File: src/rtl/ibuffer.sv
// ---------------------------------------------------------------------------
// ibuffer -- instruction buffer between fetch and decode
//
// In-order FIFO of (instruction, PC) pairs. Fetch pushes with a valid/ready
// handshake, decode pops the head with a valid/ready handshake, and a backend
// redirect flushes every entry at the next clock edge.
//
// Parameters
//   DEPTH               number of entries (power of 2, minimum 2)
//
// Ports
//   clock               sole clock, all state updates on the rising edge
//   reset_n             asynchronous active-low reset (pointers and count)
//   fetch_instr_valid   fetch offers an instruction this cycle
//   fetch_instr[31:0]   instruction word from fetch
//   fetch_pc[63:0]      PC of fetch_instr
//   fetch_instr_ready   buffer accepts the offer this cycle
//   ibuf_instr_valid    head entry valid toward decode
//   ibuf_instr[31:0]    head instruction word
//   ibuf_pc[63:0]       head PC
//   ibuf_instr_ready    decode consumes the head this cycle
//   redirect_valid      backend redirect; flush all entries
//   ibuf_count          current occupancy (0..DEPTH)
//
// Build option
//   IBUFFER_BYPASS_EN   when defined, an offer that arrives while the buffer
//                       is empty is presented on ibuf_* in the same cycle; if
//                       decode takes it, it is never written into storage.
//                       When undefined there is no combinational path from
//                       fetch_* to ibuf_* and a pushed entry reaches the
//                       head one cycle later.
// ---------------------------------------------------------------------------
module ibuffer #(
    parameter int DEPTH = 8
) (
    input  logic                     clock,
    input  logic                     reset_n,
    input  logic                     fetch_instr_valid,
    input  logic [31:0]              fetch_instr,
    input  logic [63:0]              fetch_pc,
    output logic                     fetch_instr_ready,
    output logic                     ibuf_instr_valid,
    output logic [31:0]              ibuf_instr,
    output logic [63:0]              ibuf_pc,
    input  logic                     ibuf_instr_ready,
    input  logic                     redirect_valid,
    output logic [$clog2(DEPTH):0]   ibuf_count
);

    localparam int AW = $clog2(DEPTH);

    // Occupancy needs one more bit than the pointers so that "full" (DEPTH)
    // and "empty" (0) are distinct while both pointers are equal.
    localparam logic [AW:0]   CNT_FULL = (AW + 1)'(DEPTH);
    localparam logic [AW:0]   CNT_ZERO = (AW + 1)'(0);
    localparam logic [AW:0]   CNT_ONE  = (AW + 1)'(1);
    localparam logic [AW-1:0] PTR_ZERO = AW'(0);
    localparam logic [AW-1:0] PTR_ONE  = AW'(1);

    // Storage: deliberately not reset, contents are don't-care until written.
    logic [31:0]   r_mem_instr [DEPTH];
    logic [63:0]   r_mem_pc    [DEPTH];

    logic [AW-1:0] r_rd_ptr;
    logic [AW-1:0] r_wr_ptr;
    logic [AW:0]   r_count;
    logic [AW:0]   w_count_next;

    logic          w_full;
    logic          w_empty;
    logic          w_push;
    logic          w_pop;

    // Full/empty are decided from the occupancy counter only; pointer
    // equality is ambiguous once the pointers wrap.
    assign w_full  = (r_count == CNT_FULL);
    assign w_empty = (r_count == CNT_ZERO);

    // A full buffer refuses an offer even when decode frees a slot in the
    // same cycle, which keeps ready independent of ibuf_instr_ready.
    assign fetch_instr_ready = !w_full && !redirect_valid;

    // Only stored entries are popped from the array; a bypassed instruction
    // never occupies a slot, so it never moves the read pointer.
    assign w_pop = ibuf_instr_ready && !w_empty && !redirect_valid;

`ifdef IBUFFER_BYPASS_EN
    logic w_bypass;

    // Bypass is only taken while nothing is stored (ordering is preserved)
    // and never during a redirect (the offer belongs to the flushed path).
    assign w_bypass = w_empty && fetch_instr_valid && !redirect_valid;

    assign ibuf_instr_valid = (!w_empty && !redirect_valid) || w_bypass;
    assign ibuf_instr       = w_bypass ? fetch_instr : r_mem_instr[r_rd_ptr];
    assign ibuf_pc          = w_bypass ? fetch_pc    : r_mem_pc[r_rd_ptr];

    // An instruction consumed straight off the bypass is not written.
    assign w_push = fetch_instr_valid && fetch_instr_ready
                    && !(w_bypass && ibuf_instr_ready);
`else
    // Head outputs come from storage only: a pushed entry is visible one
    // cycle after it is accepted.
    assign ibuf_instr_valid = !w_empty && !redirect_valid;
    assign ibuf_instr       = r_mem_instr[r_rd_ptr];
    assign ibuf_pc          = r_mem_pc[r_rd_ptr];

    assign w_push = fetch_instr_valid && fetch_instr_ready;
`endif

    assign ibuf_count = r_count;

    // Next occupancy: push and pop together leave the count unchanged.
    always_comb begin
        w_count_next = r_count;
        case ({w_push, w_pop})
            2'b10:   w_count_next = r_count + CNT_ONE;
            2'b01:   w_count_next = r_count - CNT_ONE;
            2'b11:   w_count_next = r_count;
            default: w_count_next = r_count;
        endcase
    end

    // Pointer and occupancy state; redirect flushes ahead of any push/pop.
    always_ff @(posedge clock or negedge reset_n) begin
        if (!reset_n) begin
            r_rd_ptr <= PTR_ZERO;
            r_wr_ptr <= PTR_ZERO;
            r_count  <= CNT_ZERO;
        end else if (redirect_valid) begin
            r_rd_ptr <= PTR_ZERO;
            r_wr_ptr <= PTR_ZERO;
            r_count  <= CNT_ZERO;
        end else begin
            // Pointers wrap naturally because DEPTH is a power of two.
            if (w_push) begin
                r_wr_ptr <= r_wr_ptr + PTR_ONE;
            end
            if (w_pop) begin
                r_rd_ptr <= r_rd_ptr + PTR_ONE;
            end
            r_count <= w_count_next;
        end
    end

    // Entry storage write port.
    always_ff @(posedge clock) begin
        if (w_push) begin
            r_mem_instr[r_wr_ptr] <= fetch_instr;
            r_mem_pc[r_wr_ptr]    <= fetch_pc;
        end
    end

endmodule

File: config.mk
export PLATFORM = sky130hd
export DESIGN_NAME = ibuffer
export DESIGN_NICKNAME = d
export VERILOG_FILES = /design/src/rtl/ibuffer.sv
export SDC_FILE = /design/constraint.sdc
export NUM_CORES = 1
export LEC_CHECK = 0
export ABC_AREA = 1
export CORE_MARGIN = 2
export CORE_UTILIZATION = 53
export DETAILED_ROUTE_END_ITERATION = 6
export PLACE_DENSITY_LB_ADDON = 0.12
export SLEW_MARGIN = 20
export SYNTH_ARGS = -nofsm -noshare
export SYNTH_HDL_FRONTEND = slang
export SYNTH_SLANG_ARGS = --single-unit
File: constraint.sdc
create_clock -name clock -period 4.9 [get_ports clock]
set_input_delay 0.735 -clock clock [delete_from_list [all_inputs] [get_ports clock]]
set_output_delay 0.735 -clock clock [all_outputs]
set_load 0.05 [all_outputs]
==> results.sh <==
export IMPL_status="finished clean"
export IMPL_total_leakage_power_nw=11.7
export IMPL_ys_seq_elements=778
export IMPL_r2r_cells=8
export IMPL_placed_area_um2=33100
export IMPL_syn2layout_area_growth_pct=18.0
export IMPL_period_needed_ns=4.52
export IMPL_grt_pass1_wl_um=106000
export IMPL_switching_share_pct=34.7
export IMPL_worstPathRequired_ns=4.16
export IMPL_clkLatencyLatePin_ns=0.62
export IMPL_worstSetupEndpointType="primary output"
export IMPL_cts_setup_buffers=0
export IMPL_synthTopCellsByCount="edfxtp_1, nor2_1, o21ai_0"
export IMPL_dp_cells=3113
export IMPL_slew_headroom_pct=35.2
export IMPL_grt_max_degree=120
export IMPL_dr_pass1_iters=5
export IMPL_cts_tree="built"
export IMPL_rsz0062_at_grt="false"
export IMPL_yosys_area_top_type="edfxtp_1"
export IMPL_r2r_start="ibuf_count[3]$_DFFE_PN0P_"
export IMPL_fmax_mhz=221
export IMPL_comb_power_share_pct=31.6
export IMPL_yosysTopAreaCellShare_pct=76.2
export IMPL_ys_warnings_count=0
export IMPL_io_buffers=202
export IMPL_wl_per_cell_um=21.0
export IMPL_p_seq_share_pct=38.3
export IMPL_yosys_top_cells_area="edfxtp_1, nor2_1, o21ai_0"
export IMPL_finalSetupTns_ns=0
export IMPL_worst_slew_pin_slew_ns=0.970
export IMPL_clockPowerShare_pct=30.1
export IMPL_ys_seq_area_share_pct=77.1
export IMPL_clk_pin_slew_ns=0.06
export IMPL_place_ws_ns=1.02
export IMPL_setup_violations=0
export IMPL_intPower_mw=13.1
export IMPL_dp_hpwl_um=34200
export IMPL_die_h_um=243
export IMPL_regToRegSetupSlack_ns=2.26
export IMPL_drtAntennaViolNets=0
export IMPL_synth_cells=2263
export IMPL_ys_types=31
export IMPL_path_delay_family="buffers and inverters"
export IMPL_synth_edff_count=768
export IMPL_fin_crit_sh_pct=92.3
export IMPL_fin_area_um2=35700
export IMPL_grt_util_all_layers_pct=23.3
export IMPL_syn_avg_cell_area_um2=13.4
export IMPL_viasPerCell=5.70
export IMPL_crit_slowest_cell="clkdlybuf4s50_1"
export IMPL_slowest_delay_ns=0.90
export IMPL_instances_no_fill=3257
export IMPL_final_core_util_pct=63.3
export IMPL_hp_class="input port to async pin"
export IMPL_h_tree_depth=3
export IMPL_num_rows=87
export IMPL_worst_setup_path_type="flip-flop to primary output"
export IMPL_synthesis_area_um2=30300
export IMPL_drv_cap=0
export IMPL_overflow=0
export IMPL_synth_fp_nets=2368
export IMPL_cp_startpoint="r_rd_ptr[0]$_DFFE_PN0P_"
export IMPL_crit_path_end="ibuf_instr[0]"
export IMPL_fp_dieArea_um2=59000
export IMPL_hold_buffers=0
export IMPL_layout_drive_gt1_share_pct=6.76
export IMPL_cts_root_buffer="clkbuf_16"
export IMPL_arrival_ns=3.79
export IMPL_via_count=18550
export IMPL_cts_sinks=778
export IMPL_cp_max_fo=119
export IMPL_drt_wl_total_um=68300
export IMPL_drtIter0Drc=1564
export IMPL_fp_coreArea_um2=56400
export IMPL_cts_made_buffers=80
export IMPL_antenna_found_initial=4
export IMPL_powerDensity_nw_per_um2=563
export IMPL_start_util_pct=53.7
export IMPL_slew_violations=0
export IMPL_yosysMostFrequentCell="edfxtp_1"
export IMPL_pin_count=203
export IMPL_setup_ws_ns=0.377
export IMPL_worst_path_buf_inv=3
export IMPL_irDropWorstVdd_mv=0.494
export IMPL_ctsResizeCount=0
export IMPL_r2r_end="r_mem_pc[1][27]$_DFFE_PP_"
export IMPL_path_cells="clkinv_8 -> buf_12 -> o21ai_0 -> o22ai_1 -> nor2_1 -> a31oi_1 -> clkdlybuf4s50_1"
export IMPL_netSwitchingPower_mw=6.98
export IMPL_hold_viol=0
export IMPL_finalClockSkew_ns=0.0176
export IMPL_synth_async_reset_ratio_pct=1.29
export IMPL_fin_nets=2544
export IMPL_fp_dieW_um=243
export IMPL_start_kind="flip-flop"
export IMPL_yosys_most_used_dff="edfxtp_1"
export IMPL_cts_path_max_buffers=3
export IMPL_routabilityCongestion=0.777
export IMPL_drc_errors=0
export IMPL_grt_pass1_vias=18035
export IMPL_worst_path_stages=7
[worst min path at each step]
stage	cells after the start	startpoint	slack, ns	end
after floorplan	0	reset_n	0.44	ibuf_count[0]$_DFFE_PN0P_
after global placement	2	ibuf_count[3]$_DFFE_PN0P_	0.56	ibuf_count[3]$_DFFE_PN0P_
after detailed placement	2	ibuf_count[3]$_DFFE_PN0P_	0.56	ibuf_count[3]$_DFFE_PN0P_
after CTS	1	reset_n	0.46	r_wr_ptr[2]$_DFFE_PN0P_
after global routing	1	reset_n	0.49	r_wr_ptr[2]$_DFFE_PN0P_
final	1	reset_n	0.45	r_wr_ptr[2]$_DFFE_PN0P_
[state kept, by name, indices dropped and copies added (netlist names)]
| name | flops |
|---|---|
| ibuf_count | 4 |
| r_mem_instr | 256 |
| r_mem_pc | 512 |
| r_rd_ptr | 3 |
| r_wr_ptr | 3 |
[worst register-to-register path, delay by kind of cell, from the launching register on]
family | cells | cell delay [ns]
DFF | 1 | 0.42
buffers and inverters | 3 | 0.59
and+or+nand+nor | 5 | 1.30
[metrics by stage]
| stage | power [mW] | hold slack, ns |
|---|---|---|
| after CTS | 20.3 | 0.458 |
| after floorplan | 12.3 | 0.439 |
| after detailed placement | 14.2 | 0.563 |
| final | 20.1 | 0.452 |
| after global placement | 14.1 | 0.558 |
| after global routing | 21.0 | 0.487 |
[metal layers]
metal	global-route usage (%)	vias to the layer above	share of wire (%)
met1	32.4	9153	43
met2	38.0	616	48
met5	0	-	0.056
met4	7.13	6	2.2
li1	-	8664	-
met3	4.01	111	6.4
[cell families (layout without fill, tap and decap cells)]
group / count (synthesis) / after routing / synth area share [%]
and+or+nand+nor: 724 / 724 / 9.09
adders and majority gates: 4 / 4 / 0.165
other: 0 / 1 / 0
xor gates and xnor gates: 1 / 1 / 0.0290
DFF: 778 / 778 / 77.1
buffers and inverters: 166 / 403 / 3.11
AOI/OAI and AO/OA: 590 / 590 / 10.6
[power groups by stage]
| stage | registers, mW | clock network [mW] | logic (mW) |
|---|---|---|---|
| after floorplan | 7.84 | 0 | 4.50 |
| after global routing | 7.72 | 6.43 | 6.85 |
| after detailed placement | 7.84 | 0 | 6.38 |
| after global placement | 7.83 | 0 | 6.31 |
| final | 7.70 | 6.04 | 6.36 |
| after CTS | 7.70 | 6.17 | 6.41 |
[area by class of cell]
cell class	instances	area, um^2
Sequential cell	778	23300
Fill cell	4236	20700
Clock inverter	43	434
Inverter	18	90.1
Clock buffer	100	2190
Multi-Input combinational cell	1319	6060
Antenna cell	1	2.50
Timing Repair Buffer	242	2650
Tap cell	756	946
[placed cells by master (no fill, tap or decap), types with 2 or more instances in the layout]
master           netlist  routed
clkbuf_16              0      85
dfrtp_4                0       2
bufinv_16              0       9
edfxtp_1             768     768
clkbuf_1              86      14
clkinvlp_4             0       4
nor2_1               682     674
inv_1                 13      13
clkinv_1               1      19
ha_1                   4       4
inv_2                  3       2
clkinv_2               0       9
a21oi_1                4       4
buf_4                  9      14
nand2_1               31      31
clkdlybuf4s50_1        0     202
o21ai_0              338     338
inv_6                  0       4
o22ai_1               96      96
o21ai_1               55      55
nor2_4                 1       9
a31oi_1               96      96
buf_12                 1      26
dfrtp_1               10       8
nand3_1                5       5
(Power assumes the default switching activity.)
